==> config.mk <==
export PLATFORM = sky130hd
export DESIGN_NAME = alu4_sched
export DESIGN_NICKNAME = d
export VERILOG_FILES = /design/src/rtl/alu4_sched.sv
export SDC_FILE = /design/constraint.sdc
export NUM_CORES = 1
export LEC_CHECK = 0
export ABC_AREA = 1
export CAP_MARGIN = 15
export CORE_MARGIN = 2
export CORE_UTILIZATION = 32
export CTS_CLUSTER_DIAMETER = 150
export CTS_CLUSTER_SIZE = 28
export DETAILED_ROUTE_END_ITERATION = 16
export SYNTH_ARGS = -nofsm -noshare
export SYNTH_HDL_FRONTEND = slang
export SYNTH_SLANG_ARGS = --single-unit
==> constraint.sdc <==
create_clock -name clk -period 1.3 [get_ports clk]
set_input_delay 0.195 -clock clk [delete_from_list [all_inputs] [get_ports clk]]
set_output_delay 0.195 -clock clk [all_outputs]
set_load 0.01 [all_outputs]
==> src/rtl/alu4_sched.sv <==
// Round-robin scheduler that runs two requesters' W-bit operations through a
// shared 4-bit combinational ALU, one nibble per cycle with carry chaining.
module alu4_sched #(
  parameter int unsigned NIB = 4
) (
  input  logic               clk,
  input  logic               rst,
  input  logic               req0,
  input  logic               req1,
  input  logic [1:0]         op0,
  input  logic [1:0]         op1,
  input  logic [4*NIB-1:0]   a0,
  input  logic [4*NIB-1:0]   b0,
  input  logic [4*NIB-1:0]   a1,
  input  logic [4*NIB-1:0]   b1,
  input  logic               cin0,
  input  logic               cin1,
  output logic               gnt0,
  output logic               gnt1,
  output logic               busy,
  output logic               done,
  output logic               done_id,
  output logic [4*NIB-1:0]   result,
  output logic               cout,
  output logic [3:0]         alu_a,
  output logic [3:0]         alu_b,
  output logic [1:0]         alu_f,
  output logic               alu_cci,
  input  logic [3:0]         alu_d,
  input  logic               alu_co
);

  localparam int unsigned W  = 4 * NIB;
  localparam int unsigned KW = (NIB > 1) ? $clog2(NIB) : 1;

  typedef enum logic [1:0] {IDLE, RUN, DONE} state_t;

  state_t          state;
  logic [KW-1:0]   k;
  logic            last;
  logic            owner;
  logic [1:0]      op_q;
  logic [W-1:0]    a_q;
  logic [W-1:0]    b_q;
  logic            cin_q;
  logic            carry_q;
  logic [W-1:0]    acc;
  logic [W-1:0]    acc_next;
  logic [W-1:0]    res_q;
  logic            cout_q;
  logic            id_q;
  logic            pick1;
  logic            take;
  logic [KW+1:0]   shamt;

  // Grant is combinational so an IDLE-cycle request is accepted in that same
  // cycle; everything downstream of the grant comes from registered state.
  always_comb begin
    pick1 = req1 && (!req0 || !last);
    take  = (state == IDLE) && !rst && (req0 || req1);
  end

  assign gnt0    = take && !pick1;
  assign gnt1    = take && pick1;
  assign busy    = !rst && (take || (state != IDLE));
  assign done    = !rst && (state == DONE);
  assign done_id = !rst && id_q;
  assign result  = rst ? '0 : res_q;
  assign cout    = !rst && cout_q;

  assign shamt = {k, 2'b00};

  always_comb begin
    alu_a   = '0;
    alu_b   = '0;
    alu_f   = '0;
    alu_cci = 1'b0;
    if (!rst && (state == RUN)) begin
      alu_a   = 4'(a_q >> shamt);
      alu_b   = 4'(b_q >> shamt);
      alu_f   = op_q;
      alu_cci = (k == '0) ? cin_q : carry_q;
    end
  end

  // Merge the current ALU nibble into the partially assembled result.
  always_comb begin
    acc_next = (acc & ~(W'(4'hF) << shamt)) | (W'(alu_d) << shamt);
  end

  always_ff @(posedge clk) begin
    if (rst) begin
      state   <= IDLE;
      k       <= '0;
      last    <= 1'b1;
      owner   <= 1'b0;
      op_q    <= '0;
      a_q     <= '0;
      b_q     <= '0;
      cin_q   <= 1'b0;
      carry_q <= 1'b0;
      acc     <= '0;
      res_q   <= '0;
      cout_q  <= 1'b0;
      id_q    <= 1'b0;
    end else begin
      case (state)
        IDLE: begin
          if (take) begin
            owner <= pick1;
            last  <= pick1;
            op_q  <= pick1 ? op1  : op0;
            a_q   <= pick1 ? a1   : a0;
            b_q   <= pick1 ? b1   : b0;
            cin_q <= pick1 ? cin1 : cin0;
            k     <= '0;
            state <= RUN;
          end
        end
        RUN: begin
          acc     <= acc_next;
          carry_q <= alu_co;
          if (k == KW'(NIB - 1)) begin
            res_q  <= acc_next;
            cout_q <= alu_co;
            id_q   <= owner;
            k      <= '0;
            state  <= DONE;
          end else begin
            k <= k + KW'(1);
          end
        end
        DONE:    state <= IDLE;
        default: state <= IDLE;
      endcase
    end
  end

endmodule
; ---- Word-level counts from Yosys, hierarchy flattened
; Index checks and enable logic that the tools add are counted.
[totals]
latchBits = 0
ramBits = 0
output_inout_bits = 33
word_cells = 67
mem_count = 0
ff_bits = 76
mem_bits_ro = 0
[classes]
bitwise = 3
n_div = 0
reduce_logical = 25
mul = 0
order_cmp = 0
n_eq_ne = 5
n_mux = 16
add_sub_neg = 1
shift = 4
[ops]
columns = cell, count
row1 = 16-bit 2-to-1 mux, 3
row2 = 16-bit by 4-bit right shift with 4-bit output, 2
row3 = 16-bit AND, 1
row4 = 16-bit inverter, 1
row5 = 16-bit OR, 1
row6 = 4-bit by 4-bit left shift with 16-bit output, 1
row7 = "4-bit by 4-bit left shift with 16-bit output, first input constant", 1
row8 = 2-bit 2-to-1 mux, 6
row9 = 1-bit logical AND, 10
row10 = 4-bit 2-to-1 mux, 2
row11 = 2-bit case mux with 2 select lines, 2
row12 = 2-bit AND reduction, 4
row13 = "2-bit == test, second input constant", 2
row14 = 1-bit logical NOT, 4
row15 = 2-bit logical NOT, 2
row16 = 2-bit nonzero test, 2
row17 = 1-bit logical OR, 3
row18 = 1-bit 2-to-1 mux, 3
row19 = "2-bit by 1-bit adder with 2-bit output, second input constant", 1
row20 = "2-bit by 1-bit == test with 1-bit output, second input constant", 1
row21 = "2-bit by 1-bit != test with 1-bit output, second input constant", 1
row22 = "2-bit != test, second input constant", 1

; ---- Longest topological paths before layout
; Gate-level depths: netlist of the first run.
[logic_depth]
word_depth = 5
mapped_depth = 9
mapped_depth_nobuf = 7

; ---- Least setup slack after synthesis of the first run
; No wires, ideal clock.
[synth_timing]
kind = reg-to-output
from = reg k[1]
to = out alu_cci
arrival_time_ps = 1263
path_stages_with_launch = 7
path_buffers = 2
t_required_ps = 1105
path_slack_ps = -158
cell_sequence = dfxtp_1 -> buf_2 -> inv_2 -> buf_2 -> ha_1 -> mux2i_1 -> nor2_1
[synth_via]
elab_chain_len = 3
[synth_lines]
columns = element, line
row1 = from (decl), 39  ; logic [KW-1:0] k;
row2 = from (signal assigned), 130  ; k <= k + KW'(1);
row3 = 2-bit logical NOT, 82  ; alu_cci = (k == '0) ? cin_q : carry_q;
row4 = 1-bit 2-to-1 mux, 82
row5 = 1-bit 2-to-1 mux, 78  ; if (!rst && (state == RUN)) begin
row6 = to (decl), 28  ; output logic alu_cci,
; No other way between the ends.

; ---- Worst setup path after layout of the first run
[layout_timing]
from = reg state[1]
to = out gnt1
[layout_via]
elab_chain_len = 4
[layout_lines]
columns = element, line
row1 = from (decl), 38  ; state_t state;
row2 = from (signal assigned), 93  ; state <= IDLE;
row3 = from (signal assigned), 117  ; state <= RUN;
row4 = from (signal assigned), 128  ; state <= DONE;
row5 = 2-bit logical NOT, 60  ; take = (state == IDLE) && !rst && (req0 || req1);
row6 = 1-bit logical AND (2 in a row), 60
row7 = 1-bit logical AND, 64  ; assign gnt1 = take && pick1;
row8 = to (decl), 19  ; output logic gnt1,
; No other way between the ends.

==> results of run 1 <==
cells in the final DEF (no fill, tap or decap), types with 11 or more instances in the layout:
cell             synthesis  layout
a21oi_1                 55      27
a21oi_2                  8      33
buf_2                   18      12
buf_4                    2      44
buf_6                    8      23
clkbuf_16                0      14
clkdlybuf4s50_1          0      75
dfxtp_1                 72      68
inv_1                   49      46
nand2_1                156     140
nand3_1                 46      46
nor2_1                  78      55
nor2_2                  18      23
nor2_4                   2      20
o21ai_1                  4      27
o21ai_2                  0      11
through the flow:
step | utilization [%] | TNS, ns | setup WS (ns) | hold WS, ns | total power, µW
after floorplan | - | 0 | 0.00255 | 0.358 | 3450
after global placement | 45.6 | -27.49 | -0.635 | 0.447 | 4080
after detailed placement | 45.6 | -29.93 | -0.661 | 0.453 | 4120
after CTS | 51.4 | -7.82 | -0.272 | 0.341 | 6820
after global routing | 55.4 | -15.21 | -0.402 | 0.386 | 7560
final | 55.4 | -10.29 | -0.350 | 0.341 | 7230
worst paths after layout:
check             slack [ns]  endpoint  depth (start not counted)      from
setup / recovery       -0.35      gnt1                          7  state[1]
hold reg to reg         0.45    cout_q                          2    cout_q
hold / removal          0.34   op_q[0]                          5      req1
setup reg to reg       -0.21   b_q[13]                          8  state[1]
repair_timing:
item	CTS	global route
endpoints found under the setup margin	102	94
pin swaps	25	42
buffers inserted	5	10
resized for setup	205	110
cloned	3	6
worst min-delay path: stages:
cell and delay (ns):
buf_2 0.17, nand3_1 0.10, nand2_1 0.05, nand2_1 0.06, a21oi_2 0.04
kinds of logic after synthesis:
| family | Yosys count |
|---|---|
| fa+ha+maj | 4 |
| mux | 1 |
| flops | 72 |
| compound gates | 110 |
| simple gates | 310 |
| buf+inv | 93 |
where the power goes:
group          switching (µW)  internal, µW  leakage [µW]
clock network             990          1480      0.000141
logic                    1200          1080       0.00220
registers                95.7          2380      0.000590
sequential cells by signal, indices dropped and copies added, names as in the netlist:
register / cells
cin_q: 1
cout_q: 1
k: 2
carry_q: 1
acc: 12
owner: 1
op_q: 2
id_q: 1
state: 2
last: 1
b_q: 16
res_q: 16
a_q: 16
area by class of cell:
class	instances	area share (%)
clock buffer	9	3.38
clock inverter	7	1.09
inverter	55	3.44
multi-input combinational	425	38.7
sequential	72	21.8
tap	147	2.76
timing repair buffer	189	28.6
timing repair inverter	1	0.244
metal layers:
layer	share of wire (%)	vias to the layer above	global-route usage, %	routed length (µm)
li1	-	2198	-	-
met1	42	2029	21.9	5470
met2	51	111	32.2	6540
met3	4.5	24	3.58	577
met4	2.6	2	6.91	330
met5	0.10	-	0	13
==> key figures, run 1 <==
Timing
  • Max-slew headroom: roughly 71%
  • Setup Viol. Count Final: 71
  • Worst Setup Slack, final: -0.350 ns
  • Post-route minimum period: 1.65 ns
  • Max Clock Skew: 0.00422 ns
  • Max Clock Freq: roughly 600 MHz
  • Unrepaired setup endpoints after global routing: yes
  • Fin crit share: 127%
  • Worst Tran Pin Value: 0.439 ns
  • Final hold vios: 0
  • Max Transition Viols Final: 0

Synth
  • Compound-Gate Fraction of Synth Area: 14.9%
  • Yosys warnings: 0
  • Top FF cell, synth: dfxtp_1
  • Most area-consuming cells after synthesis: dfxtp_1 37%, nand2_1 15%, nor2_1 7.5%
  • Synthesized cell area: 3930 µm²
  • Syn Inst Count: a little under 600
  • Largest family of logic cells by synthesized area: simple AND/OR/NAND/NOR gates
  • Sequential fraction of the synthesis area: a little under two fifths
  • Syn Nets: just under 700
  • Post-synthesis mux area share: 0.255%
  • Most instantiated cells after synthesis: 156 x nand2_1, 78 x nor2_1, 72 x dfxtp_1, 55 x a21oi_1, 49 x inv_1
  • Adder-Cell Fraction of Synth Area: 1.28%
  • Register bit count reported by yosys: 72
  • Async SR Flop Fraction: 0%
  • Post-synth EDFFs: 0
  • XOR/XNOR share of the synthesized area: 0%
  • Yosys top cell by area: dfxtp_1
  • Synth Area in Simple Gates: about a third
  • Cell variety after synth: 28
  • Syn avg cell area: 6.65 µm²
  • Most common cell in the netlist: nand2_1
  • Yosys top cell area share: 36.7%

Clocking
  • CTS tree: yes
  • CTS max path bufs: 2
  • Sink Count: 72
  • H-Tree Depth: 3
  • CTS Hold Bufs: 0
  • CTS root buffer: clkbuf_16
  • Worst-path clk slew: about 0.060 ns
  • CTS buffer count: 9
  • Skew-Pair Late Insertion Delay: 0.33 ns

Detailed routing
  • DRT iter0 DRCs: 167
  • Via Count: 4364
  • Drt drc: 0
  • Routed Antenna Nets: 0
  • Post-Route WL: 12900 µm
  • WL/cell: 14.3 µm
  • Via density: about 4.8
  • DRT Pass-1 Iters: 4

Power
  • Leak pwr: 0.00293 µW
  • Maximum vdd drop: 0.664 mV
  • Pwr Density: 1090 nW/µm²

Setup path
  • CP Launch Type: flop
  • CP max stage delay: 0.36 ns
  • Crit. End Element: primary output
  • Crit path top cell by count: buf_6
  • CP Class: flop to primary output
  • Worst EP arrival: between 1 and 1.5 ns
  • Worst-path cell chain: buf_6 > nor2_4 > nand2_4 > nor2_8 > nand2_2 > inv_2 > buf_6
  • Crit path required time: 1.11 ns
  • CP max FO: 4
  • Delay-heaviest family, CP: simple AND/OR/NAND/NOR gates
  • CP Buf/Inv Count: 3
  • Crit path max-delay cell type: dfxtp_4

Finish
  • Register area: 1450 µm²
  • Multi-input gate area: 2570 µm²
  • Nets@finish: ~840
  • Area grow syn2layout: 69.6%
  • Post-route insts no fill: 905
  • Fill cell count: 1085
  • Final instance area: 6660 µm²
  • N_diodes: 0
  • Share of cells above drive strength 1: 33.8%

Place
  • Gpl congestion: 0.816
  • Dpl cells: 869
  • DP Wirelength: 7980 µm
  • Dpl cell area: 5470 µm²
  • Input/output buffers: 111

Run status
  • Failing checks: negative setup slack
  • Outcome: finished, violations left

Global routing
  • Largest net degree at the start of global routing: 37
  • GRT Total Usage: 18.2%
  • Overflow after GRT: 0
  • Initial antenna violation count: 1
  • First-pass GRT wire length: around 19000 µm
  • Number of global-route vias before repair: 4163

Floorplanning
  • Initial Util: 32.7%
  • # rows: 40
  • Die Y: approximately 110 µm
  • Die width: 115 µm
  • IO Pins: 112
  • Core Area: 12000 µm²
  • Die area: 13200 µm²

Worst hold path
  • HP Class: input port to flop

Run
  • Max_cap viols: 0
Power figures use the tool's default switching activity.
==> inputs of run 2 (changes only) <==
- TNS_END_PERCENT: default -> 1
==> run 2 against run 1 <==
Compared with the run above: the run still ends with negative setup slack left; count of clock-buffer cells in the layout stayed put; total power is 6.3% lower; first-iteration DRC count decreased by 29%; hold slack improved by 0.0017 ns; maximum frequency grew 4.4%; clock power about the same; non-clock buffer count decreased by 17; global-route usage fell by 1.0 points; sequential share of layout area up 2.3 points; critical endpoint is now alu_cci.
==> key figures, run 2 (synthesized netlist as in run 1, its figures left out) <==
Clocking
  • CTS tree: yes (unchanged)
  • Skew-Pair Late Insertion Delay: 0.33 ns (about the same)
  • Sink Count: 72 (unchanged)
  • H-Tree Depth: 3 (unchanged)
  • Worst-path clk slew: 0.06 ns (about the same)
  • CTS buffer count: 9 (unchanged)
  • CTS root buffer: clkbuf_16 (unchanged)
  • CTS max path bufs: 2 (unchanged)

Timing
  • Fin Hold WS: 0.343 ns (was 0.341 ns)
  • Max Clock Freq: 633 MHz (was 606 MHz)
  • Unrepaired setup endpoints after global routing: yes (unchanged)
  • Final hold vios: 0 (unchanged)
  • Max-slew headroom: 74.3% (was 70.7%)
  • Max Transition Viols Final: 0 (unchanged)
  • Post-route minimum period: 1.58 ns (was 1.65 ns)
  • Max Clock Skew: 0.00608 ns (was 0.00422 ns)
  • Final TNS setup: -4.01 ns (was -10.29 ns)
  • Worst Tran Pin Value: 0.385 ns (was 0.439 ns)
  • Setup Viol. Count Final: 47 (was 71)
  • Worst Setup Slack, final: -0.281 ns (was -0.350 ns)
  • Fin crit share: 122% (was 127%)

Power
  • Maximum vdd drop: 0.682 mV (was 0.664 mV)
  • Pwr Density: 1130 nW/µm² (was 1090 nW/µm²)
  • Leak pwr: 0.00268 µW (was 0.00293 µW)

Finish
  • Nets@finish: 818 (was 836)
  • Fill cell count: 1176 (was 1085)
  • Commonest cells after routing, fill and taps aside: 151 x nand2_1, 75 x clkdlybuf4s50_1, 70 x nor2_1 (was 140 x nand2_1, 75 x clkdlybuf4s50_1, 68 x dfxtp_1)
  • Largest registers: a_q: 16 flops, b_q: 16 flops, res_q: 16 flops (unchanged)
  • Share of cells above drive strength 1: 26.2% (was 33.8%)
  • N_diodes: 0 (unchanged)
  • Commonest non-fill, non-tap cell in the layout: nand2_1 (unchanged)
  • Final instance area: 6020 µm² (was 6660 µm²)
  • Area grow syn2layout: 53.3% (was 69.6%)

Floorplanning
  • Die width: 115 µm (unchanged)
  • Core Area: 12000 µm² (unchanged)
  • Die Y: 115 µm (unchanged)
  • Initial Util: 32.7% (unchanged)
  • IO Pins: 112 (unchanged)
  • # rows: 40 (unchanged)
  • Die area: 13200 µm² (unchanged)

Detailed routing
  • Via density: 4.67 (was 4.82)
  • Post-Route WL: 11300 µm (was 12900 µm)
  • WL/cell: 12.7 µm (was 14.3 µm)
  • Drt drc: 0 (unchanged)
  • DRT iter0 DRCs: 118 (was 167)
  • DRT Pass-1 Iters: 4 (unchanged)
  • Routed Antenna Nets: 0 (unchanged)
  • Via Count: 4138 (was 4364)

Worst hold path
  • Min-Delay Startpoint: req1 (unchanged)
  • HP Class: input port to flop (unchanged)
  • WHS Endpoint: op_q[0] (unchanged)
  • Hold path depth: 5 (unchanged)

Run status
  • Outcome: finished, violations left (unchanged)
  • Failing checks: negative setup slack (unchanged)

Setup path
  • CP Class: flop to primary output (unchanged)
  • Crit path required time: 1.11 ns (about the same)
  • Crit. End Element: primary output (unchanged)
  • RR Startpoint: k[0] (was state[1])
  • CP Launch Type: flop (unchanged)
  • Setup slack on the worst flop-to-flop path: -0.06 ns (was -0.21 ns)
  • CP max FO: 5 (was 4)
  • RR Endpoint: res_q[6] (was b_q[13])
  • Worst EP arrival: 1.39 ns (was 1.45 ns)
  • R2R cell count: 9 (was 8)

Global routing
  • Initial antenna violation count: 1 (unchanged)
  • Number of global-route vias before repair: 3981 (was 4163)
  • First-pass GRT wire length: 18400 µm (was 19400 µm)
  • GRT Total Usage: 17.2% (was 18.2%)
  • Overflow after GRT: 0 (unchanged)
  • Largest net degree at the start of global routing: 37 (unchanged)

Place
  • Input/output buffers: 111 (unchanged)
  • Dpl cell area: 5470 µm² (unchanged)
  • DP Wirelength: 7980 µm (unchanged)
  • Gpl congestion: 0.816 (unchanged)

Run
  • Max_cap viols: 0 (unchanged)
run 2: changes by cell type in the layout (fill, tap and decap cells not counted), sizes merged:
cell / before / now
buf: 90 / 78
clkinv: 5 / 4
clkbuf: 19 / 13
clkdlybuf4s15: 6 / 7
run 2: area by class of cell:
type | instances | area, µm² | share of cell area (%)
clock buffer | 9 | 225 | 3.74
clock inverter | 7 | 72.6 | 1.21
inverter | 55 | 221 | 3.68
multi-input combinational | 425 | 2260 | 37.6
sequential | 72 | 1450 | 24.1
tap | 147 | 184 | 3.06
timing repair buffer | 172 | 1600 | 26.6
run 2: report_power, final:
part           internal [µW]  switching [µW]  total (µW)  leakage [µW]
Sequential              2380            90.6        2470      0.000590
Combinational            864             982        1850       0.00195
Clock                   1480             976        2460      0.000141
run 2: worst max-delay path by stage:
| stage | to | from |
|---|---|---|
| after floorplan | alu_cci | k[1] |
| after global placement | gnt0 | req0 |
| after detailed placement | gnt0 | req0 |
| after CTS | alu_a[2] | k[1] |
| after global routing | alu_b[0] | k[0] |
| final | alu_cci | k[0] |
run 2: per-layer routing:
metal	share of wire, %	global-route usage (%)	wire length, µm
met5	0.12	0	13
met4	1.5	6.51	168
met1	44	21.1	4960
met2	50	29.9	5590
met3	4.7	3.53	530
run 2: critical path, stage by stage, from the launching register on:
cell and delay, ns:
dfxtp_4 0.39, inv_4 0.07, ha_4 0.17, mux2i_4 0.19, nor2_4 0.12, buf_6 0.12
run 2: timing repair:
action	CTS	global route
setup buffers	2	0
endpoints found under the setup margin	102	94
pin swaps	11	14
hold buffers	0	0
hold endpoints to repair	0	0
resized for setup	143	67
run 2: metrics by stage:
stage / setup slack (ns) / utilization (%) / total power, µW / std cells
finish: -0.281 / 50.1 / 6770 / 887
CTS: -0.272 / 49.0 / 6700 / 887
detailed placement: -0.661 / 45.6 / 4120 / 869
global route: -0.369 / 50.1 / 7120 / 887
floorplan: 0.00255 / - / 3450 / 590
global placement: -0.635 / 45.6 / 4080 / 869
==> inputs of run 3 (changes only) <==
- SKIP_CTS_REPAIR_TIMING: default -> 1
- SLEW_MARGIN: default -> 20
==> run 3 against run 2 <==
Compared with the run above: the run still ends with negative setup slack left; hold slack about the same; routed wire length down 2.0%; total power down 2.5%; clock power about the same; utilization down 1.2 points; sequential power about the same; maximum frequency up 0.34%; critical path depth unchanged; sequential cell count unchanged; count of clock-buffer cells in the layout unchanged; critical path type unchanged; critical endpoint unchanged; largest cell class unchanged; highest routed layer unchanged.
==> key figures, run 3 (synthesized netlist as in run 1, its figures left out) <==
Detailed routing
  • Via density: 4.63 (was 4.67)
  • Drt drc: 0 (unchanged)
  • Post-Route WL: 11000 µm (was 11300 µm)
  • DRT iter0 DRCs: 178 (was 118)
  • WL/cell: 12.5 µm (was 12.7 µm)
  • Via Count: 4098 (was 4138)
  • Routed Antenna Nets: 0 (unchanged)
  • DRT Pass-1 Iters: 4 (unchanged)

Finish
  • N_diodes: 0 (unchanged)
  • Multi-input gate area: 2110 µm² (was 2260 µm²)
  • Commonest cells after routing, fill and taps aside: 155 x nand2_1, 75 x clkdlybuf4s50_1, 69 x nor2_1 (was 151 x nand2_1, 75 x clkdlybuf4s50_1, 70 x nor2_1)
  • Largest registers: a_q: 16 flops, b_q: 16 flops, res_q: 16 flops (unchanged)
  • Post-route insts no fill: 885 (was 887)
  • Commonest non-fill, non-tap cell in the layout: nand2_1 (unchanged)
  • Area grow syn2layout: 49.7% (was 53.3%)
  • Nets@finish: 816 (was 818)
  • Fill cell count: 1196 (was 1176)
  • Register area: 1450 µm² (unchanged)
  • Share of cells above drive strength 1: 21.5% (was 26.2%)

Timing
  • Worst Setup Slack, final: -0.275 ns (was -0.281 ns)
  • Post-route minimum period: 1.58 ns (about the same)
  • Worst Tran Pin Value: 0.374 ns (was 0.385 ns)
  • Max-slew headroom: 75.0% (was 74.3%)
  • Max Clock Skew: 0.00475 ns (was 0.00608 ns)
  • Max Transition Viols Final: 0 (unchanged)
  • Unrepaired setup endpoints after global routing: yes (unchanged)
  • Setup Viol. Count Final: 81 (was 47)
  • Max Clock Freq: 635 MHz (was 633 MHz)
  • Fin crit share: 121% (was 122%)
  • Final hold vios: 0 (unchanged)

Power
  • Maximum vdd drop: 0.607 mV (was 0.682 mV)
  • Leak pwr: 0.00294 µW (was 0.00268 µW)
  • Pwr Density: 1120 nW/µm² (was 1130 nW/µm²)

Clocking
  • Skew-Pair Late Insertion Delay: 0.33 ns (about the same)
  • Sink Count: 72 (unchanged)
  • CTS tree: yes (unchanged)
  • Worst-path clk slew: 0.06 ns (about the same)
  • CTS max path bufs: 2 (unchanged)
  • CTS root buffer: clkbuf_16 (unchanged)
  • H-Tree Depth: 3 (unchanged)
  • CTS buffer count: 9 (unchanged)

Floorplanning
  • IO Pins: 112 (unchanged)
  • Die Y: 115 µm (unchanged)
  • Initial Util: 32.7% (unchanged)
  • Core Area: 12000 µm² (unchanged)
  • Die width: 115 µm (unchanged)
  • Die area: 13200 µm² (unchanged)
  • # rows: 40 (unchanged)

Place
  • Gpl congestion: 0.816 (unchanged)
  • Dpl cells: 869 (unchanged)
  • Place WS: -0.661 ns (unchanged)
  • DP Wirelength: 7980 µm (unchanged)
  • Input/output buffers: 111 (unchanged)

Run
  • Max_cap viols: 0 (unchanged)

Setup path
  • RR Startpoint: state[1] (was k[0])
  • Setup slack on the worst flop-to-flop path: -0.20 ns (was -0.06 ns)
  • R2R cell count: 7 (was 9)
  • CP Launch Type: flop (unchanged)
  • Worst EP arrival: 1.38 ns (was 1.39 ns)
  • CP max FO: 5 (unchanged)
  • Crit path required time: 1.11 ns (about the same)
  • RR Endpoint: b_q[9] (was res_q[6])
  • CP Class: flop to primary output (unchanged)
  • Crit. End Element: primary output (unchanged)

Worst hold path
  • WHS Endpoint: op_q[0] (unchanged)
  • HP Class: input port to flop (unchanged)
  • Min-Delay Startpoint: req1 (unchanged)
  • Hold path depth: 5 (unchanged)

Global routing
  • Initial antenna violation count: 1 (unchanged)
  • Number of global-route vias before repair: 3910 (was 3981)
  • Largest net degree at the start of global routing: 37 (unchanged)
  • First-pass GRT wire length: 18000 µm (was 18400 µm)
  • GRT Total Usage: 16.9% (was 17.2%)
  • Overflow after GRT: 0 (unchanged)

Run status
  • Failing checks: negative setup slack (unchanged)
  • Outcome: finished, violations left (unchanged)
[run 3: changes by cell type in the layout (fill, tap and decap cells not counted), moves of 8 or more]
cell and change:
buf_6 -8, dlymetal6s2s_1 +20, a21oi_2 -14, o21ai_0 +11, dlygate4sd2_1 -8, a21oi_1 +14
[run 3: worst max-delay path by stage]
stage	slack, ns	end	depth (start not counted)	from
after floorplan	0.003	alu_cci	6	k[1]
after global placement	-0.64	gnt0	6	req0
after detailed placement	-0.66	gnt0	6	req0
after CTS	-0.77	alu_a[2]	6	k[0]
after global routing	-0.35	alu_a[3]	6	k[0]
final	-0.28	alu_cci	5	k[0]
[run 3: worst max-delay path, stage by stage, from the launching register on]
cell and delay (ns):
dfxtp_4 0.39, inv_4 0.06, ha_2 0.19, mux2i_1 0.12
nor2_2 0.14, clkbuf_2 0.16
[run 3: metal layers]
metal  track usage, %  share of wire, %  vias up
li1                 -                 -     2146
met1             21.1                45     1835
met2             29.0                49      100
met3             3.43               4.7       15
met4             6.10               1.2        2
met5                0              0.12        -
[run 3: stage by stage]
step | instance area, µm² | util [%] | total power [µW] | TNS, ns | hold slack (ns)
2_1_floorplan | 3950 | - | 3450 | 0 | 0.358
3_3_place_gp | 5470 | 45.6 | 4080 | -27.49 | 0.447
3_5_place_dp | 5470 | 45.6 | 4120 | -29.93 | 0.453
4_1_cts | 5770 | 48.1 | 6580 | -27.60 | 0.341
5_1_grt | 5880 | 48.9 | 6960 | -19.82 | 0.388
6_report | 5880 | 48.9 | 6600 | -11.88 | 0.343
[run 3: cell type report]
cell class,count,share of cell area (%)
clock buffer,9,3.83
clock inverter,7,1.23
multi-input combinational,425,35.9
tap,147,3.13
timing repair buffer,170,27.5
inverter,55,3.73
sequential,72,24.7
[run 3: power breakdown]
part / total (µW) / switching [µW] / internal (µW)
Clock: 2450 / 966 / 1480
Combinational: 1690 / 915 / 776
Sequential: 2460 / 85.8 / 2380
Total: 6600 / 1970 / 4640
